`src/rtl/mc_ctrl_pkg.sv`:
```
// Shared encodings for the multi-cycle MIPS control FSM: states, opcodes,
// mux selects, trap causes and the decode-dispatch helper.
package mc_ctrl_pkg;

    typedef enum logic [3:0] {
        FETCH,
        DECODE,
        MEM_ADDR,
        MEM_RD,
        MEM_WB,
        MEM_WR,
        EXEC_R,
        R_WB,
        EXEC_I,
        I_WB,
        BRANCH,
        JUMP,
        HALT
    } state_e;

    localparam logic [5:0] OP_RTYPE = 6'b000000;
    localparam logic [5:0] OP_LW    = 6'b100011;
    localparam logic [5:0] OP_SW    = 6'b101011;
    localparam logic [5:0] OP_BEQ   = 6'b000100;
    localparam logic [5:0] OP_J     = 6'b000010;
    localparam logic [5:0] OP_ADDI  = 6'b001000;
    localparam logic [5:0] OP_ORI   = 6'b001101;
    localparam logic [5:0] OP_LUI   = 6'b001111;

    localparam logic [1:0] ALU_ADD   = 2'b00;
    localparam logic [1:0] ALU_SUB   = 2'b01;
    localparam logic [1:0] ALU_FUNCT = 2'b10;

    localparam logic [1:0] SRCB_B      = 2'b00;
    localparam logic [1:0] SRCB_FOUR   = 2'b01;
    localparam logic [1:0] SRCB_IMM    = 2'b10;
    localparam logic [1:0] SRCB_IMM_SH = 2'b11;

    localparam logic [1:0] PCSRC_ALU    = 2'b00;
    localparam logic [1:0] PCSRC_ALUOUT = 2'b01;
    localparam logic [1:0] PCSRC_JUMP   = 2'b10;

    localparam logic [1:0] TRAP_NONE    = 2'b00;
    localparam logic [1:0] TRAP_ILLEGAL = 2'b01;
    localparam logic [1:0] TRAP_TIMEOUT = 2'b10;

    typedef struct packed {
        logic       pc_write;
        logic       pc_write_cond;
        logic       i_or_d;
        logic       mem_read;
        logic       mem_write;
        logic       ir_write;
        logic       reg_dst;
        logic       mem_to_reg;
        logic       reg_write;
        logic       alu_src_a;
        logic [1:0] alu_src_b;
        logic [1:0] alu_op;
        logic [1:0] pc_source;
        logic       ori;
        logic       lui;
        logic       halted;
    } ctrl_t;

    // State that follows DECODE; anything unrecognised is an illegal-opcode trap.
    function automatic state_e decode_next(input logic [5:0] op);
        case (op)
            OP_LW, OP_SW:             return MEM_ADDR;
            OP_RTYPE:                 return EXEC_R;
            OP_ADDI, OP_ORI, OP_LUI:  return EXEC_I;
            OP_BEQ:                   return BRANCH;
            OP_J:                     return JUMP;
            default:                  return HALT;
        endcase
    endfunction

endpackage

```
`src/rtl/multicycle_control_mem_wait.sv`:
```
// mc_mem_wait: counts stalled cycles of a pending memory access and flags a
// timeout on the cycle the count would reach WAIT_LIMIT with no mem_ready.
module mc_mem_wait #(
    parameter int WAIT_LIMIT = 16
) (
    input  logic clk,
    input  logic rst,
    input  logic busy,
    input  logic mem_ready,
    output logic timeout
);

    localparam int CNT_BITS = (WAIT_LIMIT > 1) ? $clog2(WAIT_LIMIT) : 1;
    localparam logic [CNT_BITS-1:0] LIMIT_M1 = CNT_BITS'(WAIT_LIMIT - 1);

    logic [CNT_BITS-1:0] cnt_q, cnt_d;

    // mem_ready wins over the limit: a completing access never times out.
    assign timeout = busy && !mem_ready && (cnt_q == LIMIT_M1);

    always_comb begin
        cnt_d = '0;
        if (busy && !mem_ready && !timeout) begin
            cnt_d = cnt_q + CNT_BITS'(1);
        end
    end

    always_ff @(posedge clk) begin
        if (rst) begin
            cnt_q <= '0;
        end else begin
            cnt_q <= cnt_d;
        end
    end

endmodule

```
`src/rtl/multicycle_control.sv`:
```
// Multi-cycle MIPS control FSM with memory stall handshake and sticky HALT trap.
// Optional retired-instruction counter enabled by defining INSTR_COUNT_EN.
module multicycle_control
    import mc_ctrl_pkg::*;
#(
    parameter int WAIT_LIMIT = 16
`ifdef INSTR_COUNT_EN
    ,
    parameter int CNT_W      = 32
`endif
) (
    input  logic             clk,
    input  logic             rst,
    input  logic [5:0]       opcode,
    input  logic             zero,
    input  logic             mem_ready,
    output logic             pc_write,
    output logic             pc_write_cond,
    output logic             i_or_d,
    output logic             mem_read,
    output logic             mem_write,
    output logic             ir_write,
    output logic             reg_dst,
    output logic             mem_to_reg,
    output logic             reg_write,
    output logic             alu_src_a,
    output logic [1:0]       alu_src_b,
    output logic [1:0]       alu_op,
    output logic [1:0]       pc_source,
    output logic             ori,
    output logic             lui,
    output logic             halted,
    output logic [1:0]       trap_cause
`ifdef INSTR_COUNT_EN
    ,
    output logic [CNT_W-1:0] retired
`endif
);

    state_e     state_q, state_d;
    logic [1:0] trap_q, trap_d;
    logic [5:0] op_q, op_d;
    ctrl_t      ctrl, ctrl_out;
    logic       busy;
    logic       timeout;

    // zero only qualifies pc_write_cond inside the datapath; the FSM never needs it.
    logic unused_zero;
    assign unused_zero = zero;

    mc_mem_wait #(
        .WAIT_LIMIT (WAIT_LIMIT)
    ) u_mem_wait (
        .clk       (clk),
        .rst       (rst),
        .busy      (busy),
        .mem_ready (mem_ready),
        .timeout   (timeout)
    );

    // NOTE: every signal gets a default before the case so no path can infer a latch.
    always_comb begin
        state_d = state_q;
        trap_d  = trap_q;
        op_d    = op_q;
        busy    = 1'b0;
        ctrl    = '0;
        case (state_q)
            FETCH: begin
                busy           = 1'b1;
                ctrl.mem_read  = 1'b1;
                ctrl.alu_src_b = SRCB_FOUR;
                ctrl.alu_op    = ALU_ADD;
                ctrl.pc_source = PCSRC_ALU;
                if (mem_ready) begin
                    ctrl.ir_write = 1'b1;
                    ctrl.pc_write = 1'b1;
                    state_d       = DECODE;
                end else if (timeout) begin
                    state_d = HALT;
                    trap_d  = TRAP_TIMEOUT;
                end
            end
            DECODE: begin
                ctrl.alu_src_b = SRCB_IMM_SH;
                ctrl.alu_op    = ALU_ADD;
                op_d           = opcode;
                state_d        = decode_next(opcode);
                if (state_d == HALT) begin
                    trap_d = TRAP_ILLEGAL;
                end
            end
            MEM_ADDR: begin
                ctrl.alu_src_a = 1'b1;
                ctrl.alu_src_b = SRCB_IMM;
                ctrl.alu_op    = ALU_ADD;
                state_d        = (op_q == OP_SW) ? MEM_WR : MEM_RD;
            end
            MEM_RD, MEM_WR: begin
                busy           = 1'b1;
                ctrl.i_or_d    = 1'b1;
                ctrl.mem_read  = (state_q == MEM_RD);
                ctrl.mem_write = (state_q == MEM_WR);
                if (mem_ready) begin
                    state_d = (state_q == MEM_RD) ? MEM_WB : FETCH;
                end else if (timeout) begin
                    state_d = HALT;
                    trap_d  = TRAP_TIMEOUT;
                end
            end
            MEM_WB: begin
                ctrl.reg_write  = 1'b1;
                ctrl.mem_to_reg = 1'b1;
                state_d         = FETCH;
            end
            EXEC_R: begin
                ctrl.alu_src_a = 1'b1;
                ctrl.alu_src_b = SRCB_B;
                ctrl.alu_op    = ALU_FUNCT;
                state_d        = R_WB;
            end
            R_WB: begin
                ctrl.reg_write = 1'b1;
                ctrl.reg_dst   = 1'b1;
                state_d        = FETCH;
            end
            EXEC_I: begin
                ctrl.alu_src_a = 1'b1;
                ctrl.alu_src_b = SRCB_IMM;
                ctrl.alu_op    = ALU_ADD;
                ctrl.ori       = (op_q == OP_ORI);
                ctrl.lui       = (op_q == OP_LUI);
                state_d        = I_WB;
            end
            I_WB: begin
                ctrl.reg_write = 1'b1;
                ctrl.ori       = (op_q == OP_ORI);
                ctrl.lui       = (op_q == OP_LUI);
                state_d        = FETCH;
            end
            BRANCH: begin
                ctrl.alu_src_a     = 1'b1;
                ctrl.alu_src_b     = SRCB_B;
                ctrl.alu_op        = ALU_SUB;
                ctrl.pc_write_cond = 1'b1;
                ctrl.pc_source     = PCSRC_ALUOUT;
                state_d            = FETCH;
            end
            JUMP: begin
                ctrl.pc_write  = 1'b1;
                ctrl.pc_source = PCSRC_JUMP;
                state_d        = FETCH;
            end
            default: begin
                ctrl.halted = 1'b1;
                state_d     = HALT;
            end
        endcase
    end

    // NOTE: state registers use non-blocking assignments so all flops update together.
    always_ff @(posedge clk) begin
        if (rst) begin
            state_q <= FETCH;
            trap_q  <= TRAP_NONE;
            op_q    <= '0;
        end else begin
            state_q <= state_d;
            trap_q  <= trap_d;
            op_q    <= op_d;
        end
    end

    // Reset forces every output low in the same cycle, aborting any request.
    assign ctrl_out      = rst ? '0 : ctrl;
    assign pc_write      = ctrl_out.pc_write;
    assign pc_write_cond = ctrl_out.pc_write_cond;
    assign i_or_d        = ctrl_out.i_or_d;
    assign mem_read      = ctrl_out.mem_read;
    assign mem_write     = ctrl_out.mem_write;
    assign ir_write      = ctrl_out.ir_write;
    assign reg_dst       = ctrl_out.reg_dst;
    assign mem_to_reg    = ctrl_out.mem_to_reg;
    assign reg_write     = ctrl_out.reg_write;
    assign alu_src_a     = ctrl_out.alu_src_a;
    assign alu_src_b     = ctrl_out.alu_src_b;
    assign alu_op        = ctrl_out.alu_op;
    assign pc_source     = ctrl_out.pc_source;
    assign ori           = ctrl_out.ori;
    assign lui           = ctrl_out.lui;
    assign halted        = ctrl_out.halted;
    assign trap_cause    = rst ? TRAP_NONE : trap_q;

`ifdef INSTR_COUNT_EN
    logic [CNT_W-1:0] retired_q, retired_d;
    logic             retire;

    always_comb begin
        retire = 1'b0;
        if (state_d == FETCH) begin
            case (state_q)
                MEM_WB, MEM_WR, R_WB, I_WB, BRANCH, JUMP: retire = 1'b1;
                default:                                  retire = 1'b0;
            endcase
        end
        retired_d = retire ? retired_q + CNT_W'(1) : retired_q;
    end

    always_ff @(posedge clk) begin
        if (rst) begin
            retired_q <= '0;
        end else begin
            retired_q <= retired_d;
        end
    end

    assign retired = rst ? '0 : retired_q;
`endif

endmodule

```
`config.mk`:
```
export PLATFORM = sky130hd
export DESIGN_NAME = multicycle_control
export DESIGN_NICKNAME = d
export VERILOG_FILES = /design/src/rtl/mc_ctrl_pkg.sv /design/src/rtl/multicycle_control_mem_wait.sv /design/src/rtl/multicycle_control.sv
export SDC_FILE = /design/constraint.sdc
export NUM_CORES = 1
export LEC_CHECK = 0
export ABC_CLOCK_PERIOD_IN_PS = 3590
export CORE_MARGIN = 8
export CORE_UTILIZATION = 50
export DETAILED_ROUTE_END_ITERATION = 10
export PLACE_DENSITY = 0.91
export SYNTH_ARGS = -nofsm -noshare
export SYNTH_HDL_FRONTEND = slang
export SYNTH_SLANG_ARGS = --single-unit
```
`constraint.sdc`:
```
create_clock -name clk -period 3.59 [get_ports clk]
set_input_delay 0.359 -clock clk [delete_from_list [all_inputs] [get_ports clk]]
set_output_delay 0.359 -clock clk [all_outputs]
set_load 0.01 [all_outputs]
```
==> impl_results.md <==
* Inserted Diodes at 0
* Synth Register Bits at 16
* Sequential-to-total area share from yosys stat at roughly 28%
* Pwr dens at around 360 nW/um^2
* Hold Buf Count CTS at 0
* Critical Path Fanout Max at 20
* Post-synth top area share at between 20% and 30%
* Synth top area cells: dfxtp_1 28%, nor2_1 9.3%, mux2i_1 5.3%
* CTS HTree Levels at 1
* Clock root cell: clkbuf_4
* Placed Cells at 190
* Critical path arrival at between 2 and 2.5 ns
* Slowest CP cell: dfxtp_1
* Net Count, Synth at 157
* Routability-driven placement congestion ratio at approximately 0.85
* Largest net degree at the start of global routing at 22
* Static leakage at 0.482 nW
* Ys async rst share at 0%
* Slew at the pin closest to its max-slew limit at slightly below 1 ns
* Core region area at 2190 sq um
* Grt ovf at 0
* Post-synth top flop: dfxtp_1
* M1 WL at approximately 1300 microns
* Peak VDD IR at 0.250 mV
* Post-route ant nets at 0
* Layout cells sized above 1 at approximately a tenth
* Routed wl met2 at roughly 1400 microns
* Max Clock Freq at approximately 370 MHz
* RSZ-0062 raised after global routing: false
* CTS tree: done
* Clock buffer count from CTS at 3
* DR WL met3 at ~140 microns
* Number of synthesized flops with an enable pin at 0
* PostCTS Resize Cnt at 0
* Worst Hold Class: register to register
* Via density per instance at slightly below 6
* Synthesized area at around 1100 sq um
* Yosys cell types at 48
* All-Layer GR Usage at ~14%
* Residual DRC count at 0
* Initial DRC count at 26
* Hold slack final at between 0.4 and 0.5 ns
* Crit path largest cell delay at between 0.7 and 0.8 ns
* Dominant cell type by area after synthesis: dfxtp_1
* Die H at 63.7 microns
* Antenna violations before repair at 0
* Final setup vio count at 0
* Vias in the first global route at about 1,100
* Commonest non-fill, non-tap cell in the layout: clkdlybuf4s50_1
* Required time of the worst setup path at around 3.2 ns
* Postcts setup bufs at 0
* R2r setup slk at between 1 and 1.5 ns
* Syn avg cell area at 7.78 sq um
* Post-route minimum period at ~2.7 ns
* Drt pass-1 iters at 4
* Yosys warning count at 0
* CTS Sinks at 16
* Deepest clock path buffer count at 2
* Outcome: completed
* Die area at roughly 4100 sq um
* Crit end category: output port
* Pins Over Slew Limit at 0
* Non-Filler Instances at 193
* Dpl hpwl at between 2000 and 2500 microns
* Clock skew at ~0.0024 ns
* Io pins at 31
* Worst setup SP type: register
* Post-Syn Instances at between 100 and 150
* Max-cap violation count at 0
* Final hold viol count at 0
* Fin Setup TNS at 0 ns
* Final WL at approximately 2800 microns
* # port buffers at 29
* Chip width at roughly 64 microns
* Rows at 17
* Final period util at 75.7%
* Highest Signal Layer: met4
* Area grow syn2layout at 25.7%
* Normalized max-slew margin at 33.6%
* Initial Utilization at roughly half
* First-pass GRT wire length at roughly 4700 microns
* Most frequent cells in the layout: 29 x clkdlybuf4s50_1, 28 x nor2_1, 16 x dfxtp_1
* Post-DR wirelength/cell at about 15 microns
* Crit-path cells: nand2_1 > a2111oi_0 > clkdlybuf4s50_1
* Register clock-pin slew on the reported worst setup and hold paths at approximately 0.09 ns
* Clock latency on the worst-skew pair at approximately 0.28 ns
* Vias at 1,133
* Layout net count at ~180
* Worst setup path category: register to output port
worst max-delay path, delay by kind of cell (launching register included):
kind / cells / cell delay [ns]
compound gates: 1 / 0.49
buf+inv: 1 / 0.63
flops: 1 / 0.75
simple gates: 1 / 0.20
sequential cells by signal (all words and copies together) (netlist names):
signal            cells
op_q                  6
state_q               4
trap_q                2
u_mem_wait.cnt_q      4
per-layer routing:
metal,global-route usage (%),up-vias
met5,0,-
met4,6.69,0
met3,2.47,5
met2,23.1,38
met1,15.7,525
li1,-,565
synth_stat cells, types with 2 or more instances:
library cell and number:
clkbuf_1 7, dfxtp_1 16, nand3b_1 2, a2bb2oi_1 2, nor3_1 5, mux2i_1 6
xnor2_1 2, xor2_1 2, nor2b_1 5, buf_2 5, a31o_2 2, nor2_1 28
a21oi_1 6, o211ai_1 3, inv_1 5, nand3_1 4, nor4_1 6, o21ai_0 5
and4b_1 2, nand2_1 5
cell type report:
class	count	area, sq um
fill	192	763
inverter	5	18.8
multi-input combinational	111	733
sequential	16	320
clock buffer	3	22.5
tap	28	35.0
timing repair buffer	30	298
worst paths after layout:
kind                            depth (start not counted)                            from                              to
worst max register to register                          3           state_q[0]$_SDFF_PP0_          trap_q[1]$_SDFFE_PP0P_
worst min-delay path                                    1  u_mem_wait.cnt_q[0]$_SDFF_PP0_  u_mem_wait.cnt_q[0]$_SDFF_PP0_
worst max-delay path                                    3           state_q[1]$_SDFF_PP0_                        mem_read
worst min register to register                          1  u_mem_wait.cnt_q[0]$_SDFF_PP0_  u_mem_wait.cnt_q[0]$_SDFF_PP0_
kinds of logic (layout without fill, tap and decap cells):
group	Yosys count	after routing	synth area share [%]
buf+inv	19	38	7.82
simple gates	68	68	32.3
fa+ha+maj	1	1	1.10
mux	6	6	5.29
xor+xnor	4	4	3.08
flops	16	16	28.2
compound gates	32	32	22.2
metrics by stage:
step	power [mW]	setup slack, ns	instance area (sq um)	util, %
finish	0.513	0.872	1430	65.2
global route	0.543	0.759	1430	65.2
CTS	0.514	0.861	1430	65.2
detailed placement	0.423	1.13	1410	64.1
global placement	0.413	1.15	1410	64.1
floorplan	0.362	1.81	1140	-
where the power goes:
part	leakage, nW	internal [mW]	switching (mW)
Sequential	0.130	0.195	0.0372
Combinational	0.337	0.0985	0.0893
Clock	0.0138	0.0390	0.0535
Total	0.482	0.333	0.180
Note: power is estimated with default switching activity, not from simulation.
==> edit (same flow settings) <==
Build with the macro `INSTR_COUNT_EN` defined.
--- a/src/rtl/multicycle_control.sv
+++ b/src/rtl/multicycle_control.sv
@@ -2,2 +2,4 @@
 // Optional retired-instruction counter enabled by defining INSTR_COUNT_EN.
+`define INSTR_COUNT_EN
+
 module multicycle_control
Formal check against the unedited RTL (old outputs only; new: retired): equivalent (equiv_simple and equiv_induct, registers matched by name and starting in step).
==> edit against the unedited design <==
Worst hold slack lost 32 ps; design area grew to 2.6 times the old value; register-to-register slack lost 810 ps; setup slack lost 360 ps; power grew to 2.7 times the old value; synthesized area grew to 2.7 times the old value; sequential cell count grew 32; routed wire length grew to 2.7 times the old value; combinational power grew 140%; critical endpoint is now retired_q[21]; largest cell class unchanged; largest power group unchanged.
==> edit: results (changes against the unedited design) <==
metric;value;unit;change
critPathMaxStageDelay;800;ps;was 750 ps
dr_total_vias;3044;;was 1133
relSlewSlack;50.1;%;was 33.6%
worstHoldEndpoint;state_q[1];;was u_mem_wait.cnt_q[0]
synthTopCellsByCount;dfxtp_1 (48), nor2_1 (40), nor2b_1 (35);;was nor2_1 (28), dfxtp_1 (16), clkbuf_1 (7)
grt_usage;17.5;%;was 13.5%
place_area;3680;µm²;was 1410 µm²
port-buffer-count;61;;was 29
clock_skew;9.77;ps;was 2.40 ps
leakagePower;0.00123;µW;was 0.000482 µW
viasPerCell;5.98;;was 5.87
syn-num-nets;403;;was 157
numCtsBuffers;5;;was 3
r2r_start;state_q[1];;was state_q[0]
min_from;rst;;was u_mem_wait.cnt_q[0]
place_congestion;0.792;;was 0.847
drive_gt1_share;8.76;%;was 9.70%
ff2ff_setup_slack;520;ps;was 1330 ps
hold_ws;428;ps;was 460 ps
cp_max_fo;23;;was 20
rr_endpoint;retired_q[21];;was trap_q[1]
reg_top3;retired_q: 32 flops, op_q: 6 flops;;was op_q: 6 flops, state_q: 4 flops, u_mem_wait.cnt_q: 4 flops
hpwl;5720;µm;was 2180 µm
r2r_cells;6;;was 3
ys_ff_latch;48;;was 16
fin_nets;445;;was 178
synthTopCellsByArea;dfxtp_1 (31%), nor2b_1 (7.1%), nor2_1 (4.8%), a21oi_1 (4.7%), o31ai_1 (4.6%);;was dfxtp_1 (28%), nor2_1 (9.3%), mux2i_1 (5.3%), nor4_1 (3.3%), nor2b_1 (2.8%)
drt-met1-wl;3520;µm;was 1300 µm
yosysSeqAreaShare;31.0;%;was 28.2%
grt_pass1_wl;13100;µm;was 4680 µm
grt_max_degree;73;;was 22
synth.distinct_cells;59;;was 48
whs_path_depth;2;;was 1
status;finished, final reports clean;;unchanged
totalWireLength;7780;µm;was 2850 µm
synth_xor_area_share;1.41;%;was 3.08%
synth-compound-area-share;17.7;%;was 22.2%
placedCellCount;501;;was 190
yosys.area_share.adder;1.13;%;was 1.10%
root_buffer;clkbuf_8;;was clkbuf_4
met3_wirelength;406;µm;was 142 µm
grt_use_met2;29.0;%;was 23.1%
syn_inst;391;;was 146
htreeDepth;2;;was 1
grt_util_met3;4.05;%;was 2.47%
wl_met2;3770;µm;was 1360 µm
edit: changes by cell type in the layout (fill, tap and decap cells not counted), moves of 6 or more:
cell,change
clkdlybuf4s50_1,+31
nor2_1,+12
nand3_1,+10
nand2_1,+24
mux2_4,+8
nand4_1,+12
a21oi_1,+23
dfxtp_1,+32
nor2b_1,+30
mux2i_1,-6
o31ai_1,+18
or4_1,+18
edit: power groups by stage:
stage	clock network, µW	logic (µW)	registers, µW
after CTS	323	455	619
after global routing	342	502	628
after detailed placement	0	456	631
after floorplan	0	407	592
after global placement	0	437	626
final	316	456	620
edit: how the worst max path moves through the flow:
stage                     to  slack [ps]  depth (start not counted)
6_report       retired_q[21]         520                          6
5_1_grt        retired_q[21]         340                          6
4_1_cts        retired_q[21]         530                          6
3_5_place_dp   retired_q[21]         500                          7
3_3_place_gp   retired_q[19]         650                          8
2_1_floorplan  retired_q[12]        1410                          8
edit: cell type report:
| cell class | count | area (µm²) |
|---|---|---|
| clock buffers | 5 | 68.8 |
| clock inverters | 3 | 18.8 |
| repair buffers | 66 | 643 |
| flip-flops and latches | 48 | 961 |
| multi-input cells | 305 | 1960 |
| well taps | 75 | 93.8 |
| inverters | 7 | 26.3 |
| fillers | 517 | 2190 |
edit: critical path, delay by kind of cell, from the launching register on:
kind | cells | cell delay, ps
flip-flops | 1 | 560
AND/OR/NAND/NOR | 2 | 960
buffers and inverters | 1 | 330
AO/OA/AOI/OAI | 3 | 1070
edit: per-stage QoR:
| step | total power, µW | setup WS, ps |
|---|---|---|
| 2_1_floorplan | 1000 | 1410 |
| 3_3_place_gp | 1060 | 650 |
| 3_5_place_dp | 1090 | 501 |
| 4_1_cts | 1400 | 534 |
| 5_1_grt | 1470 | 339 |
| 6_report | 1390 | 516 |
